## config.mk

```make
export PLATFORM = sky130hd
export DESIGN_NAME = mem_port_arbiter
export DESIGN_NICKNAME = d
export VERILOG_FILES = /design/src/rtl/mem_port_arbiter_pkg.sv /design/src/rtl/mem_port_arbiter_rr_pick.sv /design/src/rtl/mem_port_arbiter.sv
export SDC_FILE = /design/constraint.sdc
export NUM_CORES = 1
export LEC_CHECK = 0
export ABC_AREA = 0
export CAP_MARGIN = 10
export CORE_AREA = 2 2 133 135
export CTS_BUF_LIST = sky130_fd_sc_hd__clkbuf_4 sky130_fd_sc_hd__clkbuf_8
export DETAILED_ROUTE_END_ITERATION = 10
export DIE_AREA = 0 0 135 137
export DONT_BUFFER_PORTS = 1
export GPL_TIMING_DRIVEN = 0
export MAX_ROUTING_LAYER = met4
export PLACE_DENSITY = 0.7
export SLEW_MARGIN = 10
export SYNTH_ARGS = -nofsm -noshare
export SYNTH_HDL_FRONTEND = slang
export SYNTH_SLANG_ARGS = --single-unit
```

## constraint.sdc

```tcl
create_clock -name clk -period 2.1 [get_ports clk]
set_input_delay 0.21 -clock clk [delete_from_list [all_inputs] [get_ports clk]]
set_output_delay 0.21 -clock clk [all_outputs]
set_load 0.05 [all_outputs]
```

## src/rtl/mem_port_arbiter_pkg.sv

```systemverilog
// Shared types and constants for the memory-port arbiter.
package mem_port_arbiter_pkg;

    typedef enum logic [1:0] {
        ARB_IDLE = 2'd0,
        ARB_RD   = 2'd1,
        ARB_WR   = 2'd2,
        ARB_ACK  = 2'd3
    } arb_state_e;

    // Access-length codes carried through to the memory controller.
    localparam logic [1:0] LEN_CODE_B = 2'd0;
    localparam logic [1:0] LEN_CODE_H = 2'd1;
    localparam logic [1:0] LEN_CODE_W = 2'd2;

    localparam int unsigned DEFAULT_TIMEOUT = 1023;

    function automatic int unsigned idx_w(input int unsigned n);
        return (n > 1) ? $clog2(n) : 1;
    endfunction

endpackage

```

## src/rtl/mem_port_arbiter_rr_pick.sv

```systemverilog
// Combinational round-robin picker: first asserted request at or after i_ptr, wrapping mod N.
module mem_port_arbiter_rr_pick
    import mem_port_arbiter_pkg::*;
#(
    parameter int unsigned N  = 2,
    parameter int unsigned IW = idx_w(N)
) (
    input  logic [N-1:0]  i_req,
    input  logic [IW-1:0] i_ptr,
    output logic          o_valid,
    output logic [IW-1:0] o_idx
);

    logic [IW-1:0] w_c;

    always_comb begin
        o_valid = 1'b0;
        o_idx   = '0;
        w_c     = '0;
        for (int k = 0; k < int'(N); k++) begin
            w_c = IW'((int'(i_ptr) + k) % int'(N));
            if (!o_valid && i_req[w_c]) begin
                o_valid = 1'b1;
                o_idx   = w_c;
            end
        end
    end

endmodule

```

## src/rtl/mem_port_arbiter.sv

```systemverilog
// Serialises NR read and NW write requesters onto one memory-controller port.
// Writes beat reads, round robin within each class, watchdog aborts hung transfers.
module mem_port_arbiter
    import mem_port_arbiter_pkg::*;
#(
    parameter int unsigned NR      = 2,
    parameter int unsigned NW      = 1,
    parameter int unsigned ADDR_W  = 32,
    parameter int unsigned DATA_W  = 32,
    parameter int unsigned LEN_W   = 2,
    parameter int unsigned TIMEOUT = DEFAULT_TIMEOUT
) (
    input  logic                   clk,
    input  logic                   rst,
    input  logic [NR-1:0]          r_req,
    input  logic [NR*ADDR_W-1:0]   r_addr,
    input  logic [NR*LEN_W-1:0]    r_len,
    output logic [NR*DATA_W-1:0]   r_data,
    output logic [NR-1:0]          r_ack,
    input  logic [NW-1:0]          w_req,
    input  logic [NW*ADDR_W-1:0]   w_addr,
    input  logic [NW*LEN_W-1:0]    w_len,
    input  logic [NW*DATA_W-1:0]   w_data,
    output logic [NW-1:0]          w_ack,
    output logic                   m_re,
    output logic [ADDR_W-1:0]      m_raddr,
    output logic [LEN_W-1:0]       m_rlen,
    input  logic [DATA_W-1:0]      m_din,
    input  logic                   m_rack,
    output logic                   m_we,
    output logic [ADDR_W-1:0]      m_waddr,
    output logic [LEN_W-1:0]       m_wlen,
    output logic [DATA_W-1:0]      m_dout,
    input  logic                   m_wack,
    output logic                   busy,
    output logic                   tmo_err
);

    localparam int unsigned IWR = idx_w(NR);
    localparam int unsigned IWW = idx_w(NW);
    localparam int unsigned GW  = idx_w((NR > NW) ? NR : NW);
    localparam int unsigned CW  = idx_w(TIMEOUT + 1);

    arb_state_e        r_state, w_state_d;
    logic              r_is_wr, r_tmo;
    logic [GW-1:0]     r_gnt;
    logic [IWR-1:0]    r_rptr, w_ridx;
    logic [IWW-1:0]    r_wptr, w_widx;
    logic              w_rvalid, w_wvalid;
    logic [ADDR_W-1:0] r_maddr, w_rd_addr, w_wr_addr;
    logic [LEN_W-1:0]  r_mlen, w_rd_len, w_wr_len;
    logic [DATA_W-1:0] r_mdata, w_wr_data;
    logic [CW-1:0]     r_cnt;
    logic              w_tmo_hit, w_rgrant, w_wgrant, w_tmo;

    mem_port_arbiter_rr_pick #(.N(NR), .IW(IWR)) u_rd_pick (
        .i_req   (r_req),
        .i_ptr   (r_rptr),
        .o_valid (w_rvalid),
        .o_idx   (w_ridx)
    );

    mem_port_arbiter_rr_pick #(.N(NW), .IW(IWW)) u_wr_pick (
        .i_req   (w_req),
        .i_ptr   (r_wptr),
        .o_valid (w_wvalid),
        .o_idx   (w_widx)
    );

    always_comb begin
        w_rd_addr = '0;
        w_rd_len  = '0;
        for (int i = 0; i < int'(NR); i++) begin
            if (w_ridx == IWR'(i)) begin
                w_rd_addr = r_addr[i*ADDR_W +: ADDR_W];
                w_rd_len  = r_len[i*LEN_W +: LEN_W];
            end
        end
    end

    always_comb begin
        w_wr_addr = '0;
        w_wr_len  = '0;
        w_wr_data = '0;
        for (int i = 0; i < int'(NW); i++) begin
            if (w_widx == IWW'(i)) begin
                w_wr_addr = w_addr[i*ADDR_W +: ADDR_W];
                w_wr_len  = w_len[i*LEN_W +: LEN_W];
                w_wr_data = w_data[i*DATA_W +: DATA_W];
            end
        end
    end

    // r_cnt counts completed cycles in RD/WR; this is the last one allowed.
    assign w_tmo_hit = (TIMEOUT != 0) && (32'(r_cnt) == TIMEOUT - 1);

    always_comb begin
        w_state_d = r_state;
        w_rgrant  = 1'b0;
        w_wgrant  = 1'b0;
        w_tmo     = 1'b0;
        unique case (r_state)
            ARB_IDLE: begin
                if (w_wvalid) begin
                    w_wgrant  = 1'b1;
                    w_state_d = ARB_WR;
                end else if (w_rvalid) begin
                    w_rgrant  = 1'b1;
                    w_state_d = ARB_RD;
                end
            end
            ARB_RD: begin
                if (m_rack) begin
                    w_state_d = ARB_ACK;
                end else if (w_tmo_hit) begin
                    w_tmo     = 1'b1;
                    w_state_d = ARB_ACK;
                end
            end
            ARB_WR: begin
                if (m_wack) begin
                    w_state_d = ARB_ACK;
                end else if (w_tmo_hit) begin
                    w_tmo     = 1'b1;
                    w_state_d = ARB_ACK;
                end
            end
            ARB_ACK:  w_state_d = ARB_IDLE;
            default:  w_state_d = ARB_IDLE;
        endcase
    end

    always_ff @(posedge clk or negedge rst) begin
        if (!rst) begin
            r_state <= ARB_IDLE;
            r_is_wr <= 1'b0;
            r_tmo   <= 1'b0;
            r_gnt   <= '0;
            r_rptr  <= '0;
            r_wptr  <= '0;
            r_maddr <= '0;
            r_mlen  <= '0;
            r_mdata <= '0;
            r_cnt   <= '0;
            r_data  <= '0;
        end else begin
            r_state <= w_state_d;
            r_tmo   <= w_tmo;
            if (r_state == ARB_RD || r_state == ARB_WR) begin
                r_cnt <= r_cnt + CW'(1);
            end else begin
                r_cnt <= '0;
            end
            if (w_wgrant) begin
                r_is_wr <= 1'b1;
                r_gnt   <= GW'(w_widx);
                r_maddr <= w_wr_addr;
                r_mlen  <= w_wr_len;
                r_mdata <= w_wr_data;
                r_wptr  <= (int'(w_widx) == int'(NW) - 1) ? '0 : w_widx + IWW'(1);
            end
            if (w_rgrant) begin
                r_is_wr <= 1'b0;
                r_gnt   <= GW'(w_ridx);
                r_maddr <= w_rd_addr;
                r_mlen  <= w_rd_len;
                r_rptr  <= (int'(w_ridx) == int'(NR) - 1) ? '0 : w_ridx + IWR'(1);
            end
            // An aborted read returns zero data to its requester.
            if (r_state == ARB_RD && (m_rack || w_tmo_hit)) begin
                for (int i = 0; i < int'(NR); i++) begin
                    if (r_gnt == GW'(i)) begin
                        r_data[i*DATA_W +: DATA_W] <= m_rack ? m_din : '0;
                    end
                end
            end
        end
    end

    always_comb begin
        r_ack = '0;
        for (int i = 0; i < int'(NR); i++) begin
            r_ack[i] = (r_state == ARB_ACK) && !r_is_wr && (r_gnt == GW'(i));
        end
    end

    always_comb begin
        w_ack = '0;
        for (int i = 0; i < int'(NW); i++) begin
            w_ack[i] = (r_state == ARB_ACK) && r_is_wr && (r_gnt == GW'(i));
        end
    end

    assign m_re    = (r_state == ARB_RD);
    assign m_we    = (r_state == ARB_WR);
    assign m_raddr = r_maddr;
    assign m_rlen  = r_mlen;
    assign m_waddr = r_maddr;
    assign m_wlen  = r_mlen;
    assign m_dout  = r_mdata;
    assign busy    = (r_state != ARB_IDLE);
    assign tmo_err = (r_state == ARB_ACK) && r_tmo;

endmodule
```

==> results.yml <==
clocking:
  worstSkewPairLatency_ns: 0.46
  path_clk_slew_ns: 0.09
  hold_buffers: 167
  cts_root_buf: "clkbuf_8"
  htree_num_levels: 4
  clock_path_buffers: 2
  numCtsBuffers: 17
  cts_tree: "built"
  cts_num_sinks: 146
synth:
  synth_top_flop_cell: "dfrtp_1"
  avgSynthCellArea_um2: 9.61
  yosysTopAreaCell: "dfrtp_1"
  synth_area_leaders: "dfrtp_1 (47%), nand2b_1 (5.6%), nand4_1 (5.4%)"
  syn_inst: 803
  synthesis.nets: 983
  synth_area_um2: 7710
  async_reset_ff_share_pct: 100
  synth.top_cell.area_share_pct: 47.4
  ys_seq_elements: 146
  ys_types: 44
  seq_area_frac_synth_pct: 47.4
  synth_edf_count: 0
  ys_warn_count: 0
power_and_ir_drop:
  power_density_nw_per_um2: 1720
  peakVddDrop_v: 0.00101
  p_leak_uw: 0.00416
  p_sw_share_pct: 58.9
  seqPwrFrac_pct: 51.6
  intPower_uw: 7190
  finalPower_uw: 17500
  pwr-share-comb_pct: 35.9
  clockPowerShare_pct: 12.5
  switching_power_uw: 10300
sta:
  fin_crit_ns: 2.01
  fin_setup_tns_ns: 0
  worst_hold_slack_ns: -0.569
  fmax_ghz: 0.497
  min_period_over_period_pct: 95.9
  finalMaxSlewViolations: 0
  slew_headroom_pct: 55.2
  hold_viol_final: 146
  fin_skew_ns: 0.0136
  setup_viol: 0
  rsz0062_at_grt: "yes"
  worst-slew-pin-transition_ns: 0.672
detailed_routing:
  routed_wl_mm: 30.0
  drtAntennaViolNets: 0
  post_drt_wl_per_cell_um: 24.3
  drc: 0
  via_per_inst: 6.34
  firstDrtPassIters: 8
  drt_iter0_markers: 794
  vias: 7805
floorplan:
  die_w_um: 135
  die-height_um: 137
  rows: 48
  io_pins: 344
  dieArea_um2: 18500
  coreArea_um2: 17100
  initial_utilization_pct: 45.2
global_route:
  met1_usage_pct: 38.7
  met3_usage_pct: 10.0
  busiest_layer: "met2"
  grt_antenna_before_repair: 3
  grt_start_max_net_pins: 147
  grt_pass1_vias: 7626
  grtUsageTotal_pct: 32.4
  grt_first_pass_wirelength_mm: 44.4
  overflow: 0
  met2_usage_pct: 50.2
placement:
  portBuffers: 0
  dp_hpwl_mm: 19.3
  gp_congestion: 0.871
  dpl_cell_area_um2: 8000
run:
  maxCapViolations: 0
worst_setup_path:
  path_max_fanout: 10
  critPathSlowestCell: "nor3b_4"
  rr_startpoint: "r_state[1]"
  start_kind: "flip-flop"
  arrival_ns: 1.80
  critical-path-max-stage-delay_ns: 0.56
  critPathKind: "flip-flop to output pin"
  critPathCaptureType: "output pin"
  required_ns: 1.89
  worstPathCellList: "clkbuf_4, buf_4, nor3b_4"
  startpoint: "r_gnt"
min_path:
  hp-class: "input pin to async pin"
outcome:
  outcome: "complete, but fails checks"
  violations: "hold timing"
final_layout:
  drive_gt1_share_pct: 16.1
  nets: 1170
  design_area_um2: 10200
  multi_input_area_um2: 3460
  area_delta_synth_final_pct: 31.7
  fill_cells: 1385
  seq_area_um2: 3650
[cell type report]
type	instances	share of cell area, %
antenna	4	0.0985
buffer	114	6.44
clock buffer	19	2.51
clock inverter	13	1.23
inverter	10	0.369
multi-input combinational	533	34.1
sequential	146	36.0
tap	225	2.77
timing repair buffer	168	16.5
[what timing repair did]
action                                  4_1_cts  5_1_grt
gates resized for setup                      11       30
setup buffers                                 1        0
endpoints found under the setup margin       69       73
pin swaps                                     1        0
hold endpoints to repair                    247      146
[path summary, 6_finish.rpt]
kind	to	slack (ns)	cells past startpoint
max	r_ack[0]	0.09	3
min	r_data[22]	-0.57	0
max reg2reg	r_data[56]	0.13	7
min reg2reg	r_cnt[0]	0.52	1
max in group asynchronous	m_raddr[28]	2.38	0
min in group clk	r_data[28]	0.04	3
[sequential cells by signal (all words and copies together) (netlist names)]
signal,flops
r_data,64
m_dout,32
m_raddr,32
r_cnt,10
m_rlen,2
r_state,2
r_gnt,1
r_is_wr,1
r_rptr,1
r_tmo,1
[cells in the mapped netlist, types with 2 or more instances]
| cell type | instances |
|---|---|
| nand2b_1 | 69 |
| or4_1 | 3 |
| ha_1 | 7 |
| buf_4 | 38 |
| buf_1 | 3 |
| inv_1 | 10 |
| o21ai_0 | 33 |
| o31ai_1 | 2 |
| o21ai_1 | 2 |
| o311ai_0 | 2 |
| nand4_1 | 66 |
| xor2_1 | 2 |
| nor2_1 | 43 |
| o31a_2 | 2 |
| and4b_1 | 32 |
| clkbuf_1 | 42 |
| and3_1 | 3 |
| a21oi_1 | 36 |
| a31oi_1 | 34 |
| nor4_1 | 2 |
| nand2_1 | 41 |
| o211ai_1 | 32 |
| nand3_1 | 39 |
| o22ai_1 | 35 |
| mux2_2 | 32 |
| dfrtp_1 | 146 |
| buf_2 | 30 |
[per-layer routing]
metal | vias to the layer above | share of wire [%]
met5 | - | 0
met4 | 0 | 4.7
met3 | 148 | 12
met2 | 633 | 47
met1 | 3723 | 37
li1 | 3301 | -
[critical path, delay by kind of cell (launching register included)]
family | cells | cell delay (ns)
flip-flops | 1 | 0.38
buffers and inverters | 2 | 0.40
AND/OR/NAND/NOR | 1 | 0.56
[cell usage in the layout (no fill, tap or decap), types with 3 or more instances in the layout]
master,instances
a21oi_1,36
a31oi_1,32
and3_1,3
and4b_1,32
buf_2,24
buf_4,40
clkbuf_1,31
clkbuf_2,10
clkbuf_4,9
clkbuf_8,18
clkinv_4,3
dfrtp_1,145
diode_2,4
dlygate4sd3_1,167
ha_1,5
inv_1,10
inv_6,5
mux2_2,32
nand2_1,41
nand2b_1,69
nand3_1,39
nand4_1,66
nor2_1,42
o211ai_1,32
o21ai_0,33
o22ai_1,35
or4_1,3
[power by group through the flow]
stage                     Clock (uW)  Combinational (uW)  Sequential, uW
after floorplan                    0                4770            8510
after global placement             0                5540            8990
after detailed placement           0                5640            9000
after CTS                       2240                5990            8950
after global routing            2360                6710            9140
final                           2190                6280            9030
[kinds of logic after synthesis]
family / share of synthesized area, %
adder cells (fa/ha/maj): 1.14
buffers and inverters: 8.47
multiplexers: 4.67
XOR/XNOR: 0.341
AND/OR/NAND/NOR: 23.3
AO/OA/AOI/OAI: 14.7
flip-flops: 47.4
[per-stage QoR]
| stage | setup slack, ns | instances | util (%) |
|---|---|---|---|
| floorplan | 0.174 | 803 | - |
| global placement | -0.483 | 1028 | 46.9 |
| detailed placement | -0.507 | 1028 | 46.9 |
| CTS | 0.00701 | 1228 | 59.2 |
| global route | 0.00823 | 1231 | 59.6 |
| finish | 0.0869 | 1232 | 59.6 |
Note: power is estimated with default switching activity, not from simulation.
